[src/rtl/video_fetch.sv]
`default_nettype none
// ============================================================================
// Module   : video_fetch
// Purpose  : Frame-buffer prefetch engine. Issues aligned 4-word SDRAM burst
//            reads, one per 8 MHz chipset slot, buffers the returned 64-bit
//            lines in a small FIFO and presents them to the video shifter one
//            16-bit word at a time.
// Revision : 1.0 - initial release
// ----------------------------------------------------------------------------
// Parameters:
//   DEPTH         FIFO depth in 64-bit lines (power of two, 2..8)
//   CAPTURE_PHASE clk_128 cycles after a slot strobe at which ram_dout holds
//                 the completed burst (1..15)
// Ports:
//   clk_128     in   1   system clock, 128 MHz
//   reset       in   1   asynchronous active-high reset
//   clk_8_en    in   1   slot strobe, one cycle in sixteen
//   load        in   1   restart fetch at start_addr and flush the FIFO
//   start_addr  in  24   word address of frame start ([1:0] ignored)
//   end_addr    in  24   circular frame end (only with VIDEO_FETCH_WRAP_EN)
//   fetch_en    in   1   video may use the next slot
//   ram_oe      out  1   read request, held for a full slot
//   ram_addr    out 24   burst word address, [1:0] always 0
//   ram_dout    in  64   burst data, word n in [16n+15:16n]
//   word_rd     in   1   shifter consumes the presented word
//   word        out 16   current word
//   word_valid  out  1   FIFO non-empty
//   underrun    out  1   sticky read-while-empty flag, cleared by load
//   level       out  6   words held in the FIFO
// Configuration macro:
//   VIDEO_FETCH_WRAP_EN  adds end_addr; fetch_addr reloads start_addr when an
//                        advance would reach the aligned end_addr.
// ============================================================================
module video_fetch #(
    parameter int DEPTH         = 4,
    parameter int CAPTURE_PHASE = 8
) (
    input  logic        clk_128,
    input  logic        reset,
    input  logic        clk_8_en,
    input  logic        load,
    input  logic [23:0] start_addr,
`ifdef VIDEO_FETCH_WRAP_EN
    input  logic [23:0] end_addr,
`endif
    input  logic        fetch_en,
    output logic        ram_oe,
    output logic [23:0] ram_addr,
    input  logic [63:0] ram_dout,
    input  logic        word_rd,
    output logic [15:0] word,
    output logic        word_valid,
    output logic        underrun,
    output logic [5:0]  level
);

    localparam int c_PTR_W = $clog2(DEPTH);
    localparam int c_CNT_W = $clog2(DEPTH + 1);

    localparam logic [c_CNT_W-1:0] c_DEPTH = c_CNT_W'(DEPTH);
    localparam logic [3:0]         c_CAP   = 4'(CAPTURE_PHASE);

    localparam logic [1:0] c_ST_IDLE = 2'd0;
    localparam logic [1:0] c_ST_REQ  = 2'd1;
    localparam logic [1:0] c_ST_WAIT = 2'd2;

    logic [1:0]         r_state;
    logic [3:0]         r_phase;
    logic               r_discard;
    logic [23:0]        r_fetch_addr;
    logic               r_ram_oe;
    logic [23:0]        r_ram_addr;
    logic [63:0]        r_mem [DEPTH];
    logic [c_PTR_W-1:0] r_wr_ptr;
    logic [c_PTR_W-1:0] r_rd_ptr;
    logic [c_CNT_W-1:0] r_count;
    logic [1:0]         r_sel;
    logic [15:0]        r_word;
    logic               r_underrun;

    logic [23:0]        w_start_line;
    logic               w_has_data;
    logic               w_rd_ok;
    logic               w_pop;
    logic               w_cap;
    logic               w_issue;
    logic [23:0]        w_adv;
    logic [23:0]        w_next_fetch;
    logic [c_CNT_W-1:0] w_count_after_pop;
    logic [c_CNT_W-1:0] w_count_next;
    logic [c_PTR_W-1:0] w_rd_ptr_next;
    logic [1:0]         w_sel_next;
    logic [63:0]        w_head_line;
    logic [15:0]        w_word_next;
    logic               w_unused_bits;

    assign w_start_line = {start_addr[23:2], 2'b00};
    assign w_has_data   = (r_count != '0);

    // load wins over a same-cycle read or capture.
    assign w_rd_ok = word_rd && w_has_data && !load;
    assign w_pop   = w_rd_ok && (r_sel == 2'd3);
    assign w_cap   = (r_state == c_ST_REQ) && (r_phase == c_CAP) && !r_discard && !load;

    // No line is in flight at a strobe (capture always precedes the next
    // strobe), so the stored count alone decides whether space remains.
    // A load flushes the FIFO on the same edge, so space is then guaranteed.
    assign w_issue = clk_8_en && (r_state != c_ST_REQ) && fetch_en &&
                     (load || (r_count < c_DEPTH));

    assign w_adv = r_fetch_addr + 24'd4;

`ifdef VIDEO_FETCH_WRAP_EN
    assign w_next_fetch  = (w_adv == {end_addr[23:2], 2'b00}) ? w_start_line : w_adv;
    assign w_unused_bits = &{1'b0, start_addr[1:0], end_addr[1:0]};
`else
    assign w_next_fetch  = w_adv;
    assign w_unused_bits = &{1'b0, start_addr[1:0]};
`endif

    assign w_count_after_pop = r_count - c_CNT_W'(w_pop);
    assign w_count_next      = load ? '0 : (w_count_after_pop + c_CNT_W'(w_cap));
    assign w_rd_ptr_next     = load ? '0 : (r_rd_ptr + c_PTR_W'(w_pop));
    assign w_sel_next        = load ? 2'd0 : (r_sel + 2'(w_rd_ok));

    // When the line being captured becomes the head on this very edge, the
    // memory does not hold it yet, so the word register is fed from ram_dout.
    assign w_head_line = (w_cap && (w_count_after_pop == '0)) ? ram_dout
                                                              : r_mem[w_rd_ptr_next];
    assign w_word_next = (w_count_next == '0) ? 16'd0
                                              : w_head_line[16*w_sel_next +: 16];

    always_ff @(posedge clk_128) begin
        if (w_cap) begin
            r_mem[r_wr_ptr] <= ram_dout;
        end
    end

    always_ff @(posedge clk_128 or posedge reset) begin
        if (reset) begin
            r_state      <= c_ST_IDLE;
            r_phase      <= 4'd0;
            r_discard    <= 1'b0;
            r_fetch_addr <= 24'd0;
            r_ram_oe     <= 1'b0;
            r_ram_addr   <= 24'd0;
            r_wr_ptr     <= '0;
            r_rd_ptr     <= '0;
            r_count      <= '0;
            r_sel        <= 2'd0;
            r_word       <= 16'd0;
            r_underrun   <= 1'b0;
        end else begin
            // Phase k means k cycles have elapsed since the slot strobe.
            r_phase <= clk_8_en ? 4'd1 : (r_phase + 4'd1);

            case (r_state)
                c_ST_IDLE, c_ST_WAIT: begin
                    if (clk_8_en) begin
                        if (w_issue) begin
                            r_state    <= c_ST_REQ;
                            r_ram_oe   <= 1'b1;
                            r_ram_addr <= load ? w_start_line : r_fetch_addr;
                        end else begin
                            r_state  <= c_ST_IDLE;
                            r_ram_oe <= 1'b0;
                        end
                    end
                end
                c_ST_REQ: begin
                    // ram_oe stays high into WAIT so the slot is never cut short.
                    if (r_phase == c_CAP) begin
                        r_state <= c_ST_WAIT;
                    end
                end
                default: begin
                    r_state  <= c_ST_IDLE;
                    r_ram_oe <= 1'b0;
                end
            endcase

            // A load during an outstanding burst marks its data as stale.
            if (w_issue) begin
                r_discard <= 1'b0;
            end else if (load) begin
                r_discard <= 1'b1;
            end else if ((r_state == c_ST_REQ) && (r_phase == c_CAP)) begin
                r_discard <= 1'b0;
            end

            if (load) begin
                r_fetch_addr <= w_start_line;
            end else if (w_cap) begin
                r_fetch_addr <= w_next_fetch;
            end

            r_wr_ptr <= load ? '0 : (r_wr_ptr + c_PTR_W'(w_cap));
            r_rd_ptr <= w_rd_ptr_next;
            r_count  <= w_count_next;
            r_sel    <= w_sel_next;
            r_word   <= w_word_next;

            if (load) begin
                r_underrun <= 1'b0;
            end else if (word_rd && !w_has_data) begin
                r_underrun <= 1'b1;
            end
        end
    end

    assign ram_oe     = r_ram_oe;
    assign ram_addr   = r_ram_addr;
    assign word       = r_word;
    assign word_valid = w_has_data;
    assign underrun   = r_underrun;
    assign level      = 6'({r_count, 2'b00}) - 6'(r_sel);

endmodule
`default_nettype wire

[config.mk]
export PLATFORM = sky130hd
export DESIGN_NAME = video_fetch
export DESIGN_NICKNAME = d
export VERILOG_FILES = /design/src/rtl/video_fetch.sv
export SDC_FILE = /design/constraint.sdc
export NUM_CORES = 1
export LEC_CHECK = 0
export ABC_CLOCK_PERIOD_IN_PS = 19900
export BUFFER_PORTS_ARGS = -buffer_cell sky130_fd_sc_hd__buf_2
export CAP_MARGIN = 20
export CORE_ASPECT_RATIO = 0.8
export CORE_MARGIN = 3
export CORE_UTILIZATION = 35
export DETAILED_ROUTE_END_ITERATION = 16
export PLACE_DENSITY = 0.54
export REMOVE_ABC_BUFFERS = 1
export SYNTH_ARGS = -nofsm -noshare
export SYNTH_HDL_FRONTEND = slang
export SYNTH_SLANG_ARGS = --single-unit
[constraint.sdc]
create_clock -name clk_128 -period 19.9 [get_ports clk_128]
set_input_delay 4.975 -clock clk_128 [delete_from_list [all_inputs] [get_ports clk_128]]
set_output_delay 4.975 -clock clk_128 [all_outputs]
set_load 0.01 [all_outputs]
Word level (Yosys, flattened, before mapping)
Memory sizes are Yosys's and may differ from the RTL's.
Index checks and enable logic that the tools add are counted.
- register bits: 82
- RAM bits: 256
- input bits: 94
- output and inout port bits: 49
- memories: 1
- memory list (name ; depth ; bits a word ; read ports ; clocked after Yosys merged registers in ; write ports ; line ; source):
    r_mem ; 4 ; 64 ; 1 ; 0 ; 1 ; 73 ; logic [63:0] r_mem [DEPTH];
- $add $sub $neg: 8
- magnitude comparators: 1
- equal/unequal tests: 7
- shifts and indexed selects: 1
- muxes and demuxes: 24
- bitwise operators: 1
- reductions and logical operators: 26
- operators by type and width (kind ; number):
    2-to-1 mux 24 bit ; 3
    2-to-1 mux 64 bit ; 1
    variable part select 64 x 7 -> 16 bit ; 1
    adder 24 x 3 -> 24 bit (second input constant) ; 1
    2-to-1 mux 16 bit ; 1
    logical AND 1 bit ; 11
    2-to-1 mux 1 bit ; 10
    2-to-1 mux 2 bit ; 5
    adder 2 x 1 -> 2 bit ; 3
    logical NOT 3 bit ; 2
    nonzero test 3 bit ; 2
    subtractor 5 x 2 -> 6 bit ; 1
    adder 4 x 1 -> 4 bit (second input constant) ; 1
    equality test 2 bit (second input constant) ; 2
    equality test 4 bit (second input constant) ; 1
    2-to-1 mux 4 bit ; 1
    != test 2 bit (second input constant) ; 2
    case mux 2 bit (2 select lines) ; 1
    AND reduction 2 bit ; 2
    nonzero test 2 bit ; 2
    adder 3 x 1 -> 3 bit ; 1
    logical NOT 1 bit ; 3
    < comparator 3 bit (second input constant) ; 1
    2-to-1 mux 3 bit ; 1
    other kinds (9) ; 9

Depth between registers and ports, before layout
Gate-level depths: netlist of run 1.
- depth in word-level cells: 10
- mapped depth: 16

Worst setup path before layout of run 1
No wires, ideal clock.
- path kind: input-to-reg
- start point: input port load
- end point: memory r_mem[2][0], enable pin
- data arrival time: 10310 ps
- path slack: 9012 ps
- stages on the path: 5
- path buffers: 2
- path through: buf_2 > inv_1 > clkbuf_1 > nand2_1 > nor3b_1
- word-level cells in the longest chain between the ends: 4
- ends and longest elaborated chain (what ; line ; source):
    start, declared ; 41 ; input logic load,
    logical NOT 1 bit ; 103 ; assign w_cap = (r_state == c_ST_REQ) && (r_phase == c_CAP) && !r_discard && !load;
    logical AND 1 bit ; 103 ;
    2-to-1 mux 1 bit ; 134 ; if (w_cap) begin
    2-to-1 mux 1 bit (not written as such) ; 135 ; r_mem[r_wr_ptr] <= ram_dout;
    end, declared ; 73 ;
No other way between the ends.

Worst setup path in the final report of run 1
- start point: input port load
- end point: register r_word[3], in the netlist word[3]
- word-level cells in the longest chain between the ends: 9
- elaborated cells between the ends (all ways): 18
- ends and longest elaborated chain (what ; line ; source):
    logical NOT 1 bit ; 101, 103 ;
    logical AND 1 bit ; 101 ; assign w_rd_ok = word_rd && w_has_data && !load;
    logical AND 1 bit ; 102 ; assign w_pop = w_rd_ok && (r_sel == 2'd3);
    adder 2 x 1 -> 2 bit or subtractor 3 x 1 -> 3 bit (tied branches) ; 123, 121 ;
    2-to-1 mux 2 bit or logical NOT 3 bit (tied branches) ; 123, 128 ;
    memory (4 x 64 bit) or logical AND 1 bit (tied branches) ; n/a ;
    2-to-1 mux 64 bit ; 128 ; assign w_head_line = (w_cap && (w_count_after_pop == '0)) ? ram_dout
    variable part select 64 x 7 -> 16 bit ; 131 ; : w_head_line[16*w_sel_next +: 16];
    2-to-1 mux 16 bit * ; 130 ; assign w_word_next = (w_count_next == '0) ? 16'd0
    net w_word_next[3] ; 94 ; logic [15:0] w_word_next;
    end signal, assigned ; 201 ; r_word <= w_word_next;
    end, declared ; 78 ; logic [15:0] r_word;
The timed path passes the listed nets; every way through them passes the cells marked *.
A chain may end at the register's enable or synchronous reset.

==> summary by stage, run 1 <==
Outcome
The flow ran to the end, and the final reports show no timing, DRC or antenna violations.

Setup path
For the worst setup path, the data arrival time is 8640 ps. Walking the worst path, the cells encountered are buf_4 > and3b_1 > nand2_2 > buf_4 > nor2_1 > ha_1 > inv_1 > ha_1 > xor2_1 > a21oi_1 > nand2_1 > o32ai_1. The worst reg2reg path depth is 13. The worst setup path is of the in2reg kind.

The critical-path maximum fanout is 57. Setup slack on the worst reg-to-reg path comes out at 15510 ps. Among all stages on the critical path, the largest delay is contributed by sky130_fd_sc_hd__o32ai_1. In this design, the stage delay of the slowest critical-path cell is 730 ps. The end of the worst register-to-register path is word[3]$_DFF_PP0_. The endpoint type of the worst setup path is a register. The category of the worst setup path launch point is an input port.

The required time of the worst setup path is 20280 ps. The worst reg2reg path startpoint is r_sel[0]$_DFF_PP0_.

Route
The average wire per standard cell is 24.1 um. The routed design has 50200 um of wire. The number of nets still failing antenna checks after routing is 0. The violation count after the first detailed-route iteration is 1143. In the routed design, unresolved DRC markers number 0. Detailed routing inserted a total of 12062 vias. The pre-antenna-repair detailed-routing pass consisted of 5 iterations. The post-detailed-route via-to-cell ratio is 5.78.

Flow run
The max capacitance violation total is 0.

Worst hold path
Counting instances, the worst hold path has a depth of 1. The type of the most critical hold path is reg2reg. The worst hold path endpoint is r_phase[0]$_DFF_PP0_. In this run the most critical hold path is launched from r_phase[0]$_DFF_PP0_.

Synth
The synthesized design contains 335 register bits. Synthesis instantiated 69 different standard cells from the library. By area the synthesized netlist is led by sky130_fd_sc_hd__edfxtp_1 47%, sky130_fd_sc_hd__dfrtp_1 12%, sky130_fd_sc_hd__mux2i_1 3.6%.

The leading register cell type out of synthesis is sky130_fd_sc_hd__edfxtp_1. The synthesized design spends more area on one cell type than any other, namely sky130_fd_sc_hd__edfxtp_1. The combined area of all synthesized cells is 0.0162 mm2.

The async set-or-reset flop fraction in the synthesized netlist is 23.6%. Sequential elements use 59.6% of the synthesized area. Dividing the synthesized area by the synthesized cell count gives 12.0 um2. The warning count from the yosys run is 0. The library cell with the highest instance count after synthesis is sky130_fd_sc_hd__edfxtp_1. Summed over its instances, the top area cell type makes up 47.4% of the synthesized netlist area. After technology mapping, the gate count stands at 1353. After synthesis, the most frequently instantiated cells are 256 x sky130_fd_sc_hd__edfxtp_1, 96 x sky130_fd_sc_hd__nand2_1, 84 x sky130_fd_sc_hd__o21ai_0.

The number of flops mapped to enable cells by yosys is 256.

Final layout
Relative to the synthesized area, the layout overhead comes to 14.6%. The cell area after layout is 0.0186 mm2. The number of fill cells is 4285. Cells with a size suffix above 1 make up 19.9% of the layout.

The final cell count without fillers is 2086. Cells fill 41.2% of the core in the end. The net count of the finished layout is 1554.

Floorplan
The initial standard-cell utilization of the core is 36.0%. The floorplan has 69 rows. The total die area is 0.0489 mm2. The horizontal die dimension is 247 um. The floorplan step defined a core boundary enclosing 0.0451 mm2.

In this run the vertical extent of the chip is 198 um. The number of ports placed on the die boundary is 143.

Timing
The highest clock frequency the design can meet is 121 MHz. Setup total negative slack on the finished layout was measured at 0 ps. The pin slew with the least headroom to its limit is 1080 ps. The final count of hold timing violations is 0. Once routing completed, OpenROAD measured the worst setup slack at 11640 ps. The final number of max-transition violations is 0.

Hold is met by 499 ps. Measured against its own limit, the worst slew margin works out to 27.9%. Setup violations remaining at the end of the flow were counted as 0. The final worst-path cycle share is 41.5%. The final period demand of the worst path is 8260 ps. Setup repair after global routing left no endpoint under its margin.

The clock tree skew after final layout is 20.5 ps.

Clocking
Counting along the longest clock path gives a buffer depth of 3. The count of hold buffers inserted by post-cts repair is 0. The insertion delay to the later sink of the worst-skew pair is 560 ps. CTS placed an instance of sky130_fd_sc_hd__clkbuf_16 at the clock tree root.

After clock tree synthesis, the repair step resized 0 gates. The CTS sink count is 335. The clock tree synthesis step divided the H-tree into 2 levels.

In this run the post-CTS setup repair buffer count came out at 0. The post-CTS clock slew at the launch and capture registers of the worst setup and hold paths is 60 ps. The TritonCTS clock tree is done. The total clock buffers created by CTS is 39.

Global route
The global-route met1 utilization is 29.8%. The initial antenna violation count is 6. After global routing the overflow that remains totals 0. The global-route met2 utilization is 30.5%. Entering global routing, the biggest net connects 74 pins. For this run, the total global-route usage over all layers was measured as 20.3%. The first global-routing pass estimated 74700 um of wire.

The layer with the highest usage is met2. The number of global-route vias before repair is 11714. In the global route stage, met3 resource usage came out at 3.64%.

Placed design
After detailed placement, the design holds a cell count of 2013. The estimated wirelength of the detail-placed design is 30600 um. During placement, the flow inserted port buffers numbering 140. The final RePlAce weighted congestion is 0.802. At the placement stage, the worst setup path has a slack of 11140 ps. Once placement finished, the instance area stood at 0.0174 mm2.

Power
The standby leakage power is 6.47 nW. Dividing total power by cell area gives a power density of 85.3 mW/mm2. The total chip power is 1.58 mW. The worst-case IR drop observed on VDD is 0.0521 mV.
layout by cell type, fill, tap and decap left out, drive strengths merged, types with 6 or more instances in the layout:
cell,netlist,routed
a21oi,73,73
nand2,97,97
o32ai,15,15
o22ai,16,16
nor4,18,18
mux2,46,46
a311oi,7,7
ha,9,9
a2111oi,20,20
a211o,6,6
xor2,13,13
a22oi,37,37
xnor2,9,9
o211ai,47,47
nand2b,7,7
a31oi,23,23
clkinv,0,8
a211oi,17,17
o221ai,6,6
o21ai,89,89
nand3b,13,13
a221o,16,16
inv,38,40
edfxtp,256,256
clkbuf,48,58
buf,66,171
a22o,11,11
mux2i,58,58
and3,13,13
a221oi,8,8
nor3,15,15
nand3,58,58
nor2,50,50
dfrtp,79,79
a21o,10,10
nor2b,15,15
cell type report:
type / count / area, um2 / share of cell area (%)
Clock inverter: 10 / 56.3 / 0.303
Clock buffer: 58 / 1090 / 5.86
Antenna cell: 5 / 12.5 / 0.0674
Timing Repair Buffer: 171 / 943 / 5.08
Inverter: 38 / 144 / 0.775
Sequential cell: 335 / 9670 / 52.1
Multi-Input combinational cell: 866 / 5900 / 31.8
Tap cell: 603 / 754 / 4.06
layer usage:
| metal | vias up | share of wire [%] |
|---|---|---|
| li1 | 5476 | - |
| met1 | 6081 | 45 |
| met4 | 2 | 2.2 |
| met5 | - | 0.026 |
| met3 | 75 | 8.1 |
| met2 | 428 | 45 |
registers in the layout, summed over array words and instances (netlist names), 2 cells and up:
signal	cells
r_sel	2
ram_addr	23
r_state	2
r_count	3
r_rd_ptr	2
r_phase	4
word	16
r_mem	256
r_fetch_addr	22
r_wr_ptr	2
logic make-up (layout without fill, tap and decap cells):
logic type,after synthesis,in the layout,synth area share [%]
AOI/OAI and AO/OA,419,419,17.7
xor gates and xnor gates,22,22,1.19
adders and majority gates,9,9,0.695
buffers and inverters,152,277,4.22
DFF,335,335,59.6
muxes,106,106,7.08
other,0,5,0
and+or+nand+nor,310,310,9.52
critical path: cells and delay by family:
family,cells,cell delay [ps]
simple gates,4,1050
buf+inv,3,970
compound gates,2,920
fa+ha+maj,2,500
xor+xnor,1,180
worst max path at each step:
stage | from | depth (start not counted) | slack, ps | end
global route | load | 12 | 11450 | word[15]$_DFF_PP0_
global placement | load | 8 | 11140 | word[11]$_DFF_PP0_
detailed placement | load | 12 | 11140 | word[3]$_DFF_PP0_
finish | load | 12 | 11640 | word[3]$_DFF_PP0_
CTS | load | 12 | 11720 | word[3]$_DFF_PP0_
floorplan | load | 3 | 8340 | r_mem[2][0]$_DFFE_PP_
power breakdown:
group | total (mW) | internal, mW | switching [mW]
logic | 0.123 | 0.0500 | 0.0728
clock network | 0.657 | 0.377 | 0.280
registers | 0.805 | 0.784 | 0.0203
total | 1.58 | 1.21 | 0.373
Note: power is estimated with default switching activity, not from simulation.
==> inputs of run 2 (changes only) <==
--- a/config.mk
+++ b/config.mk
@@ -5,7 +5,7 @@
 export SDC_FILE = /design/constraint.sdc
 export NUM_CORES = 1
 export LEC_CHECK = 0
-export ABC_CLOCK_PERIOD_IN_PS = 19900
+export ABC_CLOCK_PERIOD_IN_PS = 8100
 export BUFFER_PORTS_ARGS = -buffer_cell sky130_fd_sc_hd__buf_2
 export CAP_MARGIN = 20
 export CORE_ASPECT_RATIO = 0.8
==> constraint.sdc (replaced) <==
create_clock -name clk_128 -period 8.1 [get_ports clk_128]
set_input_delay 2.025 -clock clk_128 [delete_from_list [all_inputs] [get_ports clk_128]]
set_output_delay 2.025 -clock clk_128 [all_outputs]
set_load 0.01 [all_outputs]
==> summary by stage, run 2 (synthesis results as in run 1) <==
Outcome
Status: finished clean (unchanged).

Setup path
The cell type of the slowest stage on the worst timing path is sky130_fd_sc_hd__nor4_1 (was sky130_fd_sc_hd__o32ai_1). The category of the worst setup path launch point is an input port (unchanged). The endpoint type of the worst setup path is a register (unchanged). The critical path buffer and inverter count was 4 (was 3). The required time of the worst setup path was 8470 ps (was 20280 ps). The critical-path maximum fanout is 72 (was 57). By instance count, the cell type seen most on the critical path is sky130_fd_sc_hd__buf_4. The maximum cell stage delay along the critical path was 950 ps (was 730 ps). The data arrival at the endpoint of the critical path was 5400 ps (was 8640 ps). The type of the worst setup path was in2reg (unchanged).

CP cell instances: buf_4 > buf_4 > a21o_1 > inv_2 > buf_4 > nor4_1 > o32ai_1 (was buf_4 > and3b_1 > nand2_2 > buf_4 > nor2_1 > ha_1 > inv_1 > ha_1 > xor2_1 > a21oi_1 > nand2_1 > o32ai_1). The top cell family by delay on the critical path is buffers and inverters (was simple AND/OR/NAND/NOR gates).

Route
The final wirelength is 50600 um (was 50200 um). The remaining routing DRC violations is 0 (unchanged). The iteration count of the initial detailed-routing pass was 7 (was 5). The violation count after the first detailed-route iteration is 1212 (was 1143).

The number of nets still failing antenna checks after routing is 0 (unchanged). The total via count in the routed design is 12109 (was 12062). The average wire per standard cell is 24.2 um (was 24.1 um).

The post-detailed-route via-to-cell ratio is 5.79 (was 5.78).

Final layout
The most common cell after layout, fill and taps aside is sky130_fd_sc_hd__edfxtp_1 (unchanged). The number of fill cells is 4282 (was 4285). The fraction of final layout cells with drive strength greater than 1 is 20.4% (was 19.9%). The cell area after layout is 0.0187 mm2 (was 0.0186 mm2). The net count of the finished layout is 1554 (unchanged). The largest register by flop count is r_mem (unchanged). The end-of-flow core utilization came to 41.5% (was 41.2%). The number of flip-flops under the largest register name is 256 (unchanged). The layout-stage area growth over the synthesis result was 15.3% (was 14.6%).

Most frequent cells in the layout: 256 x sky130_fd_sc_hd__edfxtp_1, 139 x sky130_fd_sc_hd__buf_2, 95 x sky130_fd_sc_hd__nand2_1 (unchanged). The final cell count without fillers is 2090 (was 2086).

Timing
Based on the critical path, the design can be clocked at up to 199 MHz. The pin slew with the least headroom to its limit is 1070 ps (was 1080 ps). The worst setup margin is 3070 ps (was 11640 ps).

The worst hold slack is 500 ps (was 499 ps). The final worst-path cycle share is 62.1%. The tightest slew margin relative to the limit is 28.4% (was 27.9%).

The final count of hold timing violations is 0 (unchanged). The setup TNS after final layout is 0 ps (unchanged). The clock tree skew after final layout came to 31.8 ps (was 20.5 ps).

The final number of max-transition violations is 0 (unchanged). Setup repair after global routing missed its margin: no (unchanged). The final count of negative-setup-slack endpoints is 0 (unchanged). After layout, the minimum clock period comes to 5030 ps.

Clocking
The cell at the root of the clock tree is sky130_fd_sc_hd__clkbuf_16 (unchanged). The insertion delay to the later sink of the worst-skew pair is 560 ps (about the same). The TritonCTS clock tree is done (unchanged).

The post-CTS setup repair buffer count is 0 (unchanged). The post-CTS clock slew at the launch and capture registers of the worst setup and hold paths is 60 ps (about the same). The total clock buffers created by CTS is 38 (was 39).

The maximum level of the CTS H-tree was 2 (unchanged). The CTS sink count is 335 (unchanged). The maximum number of buffers from clock root to sink is 3 (unchanged). The count of hold buffers inserted by post-cts repair came to 0 (unchanged). The post-CTS resize count came to 0 (unchanged).

Power
The part of the total power dissipated in the clock network came to 43.7% (was 41.5%). The net switching component of the power was 0.942 mW (was 0.373 mW). The net switching fraction of the power came to 23.3% (was 23.5%). The maximum vdd ir drop is 0.118 mV (was 0.0521 mV). The total chip power is 4.05 mW (was 1.58 mW). The standby leakage power is 6.53 nW (was 6.47 nW). The part of the power in registers is 48.8% (was 50.8%). The internal power contribution is 3.11 mW (was 1.21 mW). The share of power burned in combinational logic is 7.5% (was 7.8%).

The cell area power density is 217 mW/mm2 (was 85.3 mW/mm2).

Worst hold path
The type of the most critical hold path is reg2reg (unchanged).

Global route
The maximum number of pins on one net before global-route repair came to 73 (was 74). The first-pass GRT wire length came to 74700 um (about the same). The total global routing track utilization was 20.2% (was 20.3%). The number of global-route vias before repair came to 11648 (was 11714).

The total congestion overflow is 0 (unchanged). The initial antenna violation count is 6 (unchanged).

Placed design
The count of buffers inserted at the top-level ports is 140 (unchanged). The worst slack after detailed placement is 2740 ps (was 11140 ps). The cell count after placement is 2014 (was 2013).

The standard cell area after detailed placement came to 0.0174 mm2 (unchanged). The final RePlAce weighted congestion came to 0.800 (was 0.802). The estimated wirelength of the detail-placed design is 31000 um (was 30600 um).

Floorplan
The initial standard-cell utilization of the core was 36.0% (unchanged). The core footprint is 0.0451 mm2 (unchanged). The number of core rows is 69 (unchanged). The total die area is 0.0489 mm2 (unchanged). The horizontal die dimension came to 247 um (unchanged). The chip height came to 198 um (unchanged).

The number of ports placed on the die boundary is 143 (unchanged).

Flow run
The max capacitance violation total came to 0 (unchanged).
[run 2: cell count changes in the layout (fill, tap and decap cells not counted), moves of 2 or more]
cell	delta
sky130_fd_sc_hd__clkbuf_1	-6
sky130_fd_sc_hd__bufinv_16	+5
sky130_fd_sc_hd__buf_4	+2
sky130_fd_sc_hd__clkinv_2	+2
[run 2: path summary, 6_finish.rpt]
| check | to | slack [ps] | cells after the start | startpoint |
|---|---|---|---|---|
| worst max-delay path | word[5]$_DFF_PP0_ | 3070 | 7 | load |
| worst min-delay path | r_phase[0]$_DFF_PP0_ | 500 | 1 | r_phase[0]$_DFF_PP0_ |
| worst max register to register | word[5]$_DFF_PP0_ | 3690 | 8 | r_count[0]$_DFF_PP0_ |
| worst min register to register | r_phase[0]$_DFF_PP0_ | 500 | 1 | r_phase[0]$_DFF_PP0_ |
| max in group asynchronous | r_rd_ptr[0]$_DFF_PP0_ | 5360 | 3 | reset |
| min in group asynchronous | r_fetch_addr[18]$_DFFE_PP0N_ | 1400 | 2 | reset |
[run 2: routing by layer]
| metal | vias to the layer above | GRT usage [%] | part of all wire, % |
|---|---|---|---|
| met2 | 452 | 29.8 | 45 |
| met5 | - | 0 | 0 |
| met4 | 0 | 6.63 | 2.0 |
| met1 | 6108 | 29.5 | 45 |
| met3 | 71 | 4.42 | 8.2 |
| li1 | 5478 | - | - |
[run 2: cell type report]
type / count / area (um2) / area share, %
tap: 603 / 754 / 4.04
clock buffer: 50 / 1030 / 5.49
antenna: 6 / 15.0 / 0.0803
timing repair buffer: 172 / 943 / 5.05
multi-input combinational: 866 / 5900 / 31.6
clock inverter: 20 / 244 / 1.30
inverter: 38 / 144 / 0.770
sequential: 335 / 9670 / 51.7
[run 2: worst reg2reg max path, cell delays in order, from the launching register on]
cell and delay [ps]:
sky130_fd_sc_hd__dfrtp_1 520, sky130_fd_sc_hd__nor3_4 620, sky130_fd_sc_hd__buf_4 660, sky130_fd_sc_hd__or3_1 240, sky130_fd_sc_hd__a21o_1 430, sky130_fd_sc_hd__inv_2 180
sky130_fd_sc_hd__buf_4 360, sky130_fd_sc_hd__nor4_1 990, sky130_fd_sc_hd__o32ai_1 230
[run 2: power groups by stage]
stage,combinational [mW],sequential [mW],clock [mW]
after floorplan,0.122,2.03,0
after global placement,0.302,2.01,0
after detailed placement,0.306,2.01,0
after CTS,0.306,1.98,1.80
after global routing,0.340,1.99,1.86
final,0.303,1.98,1.77
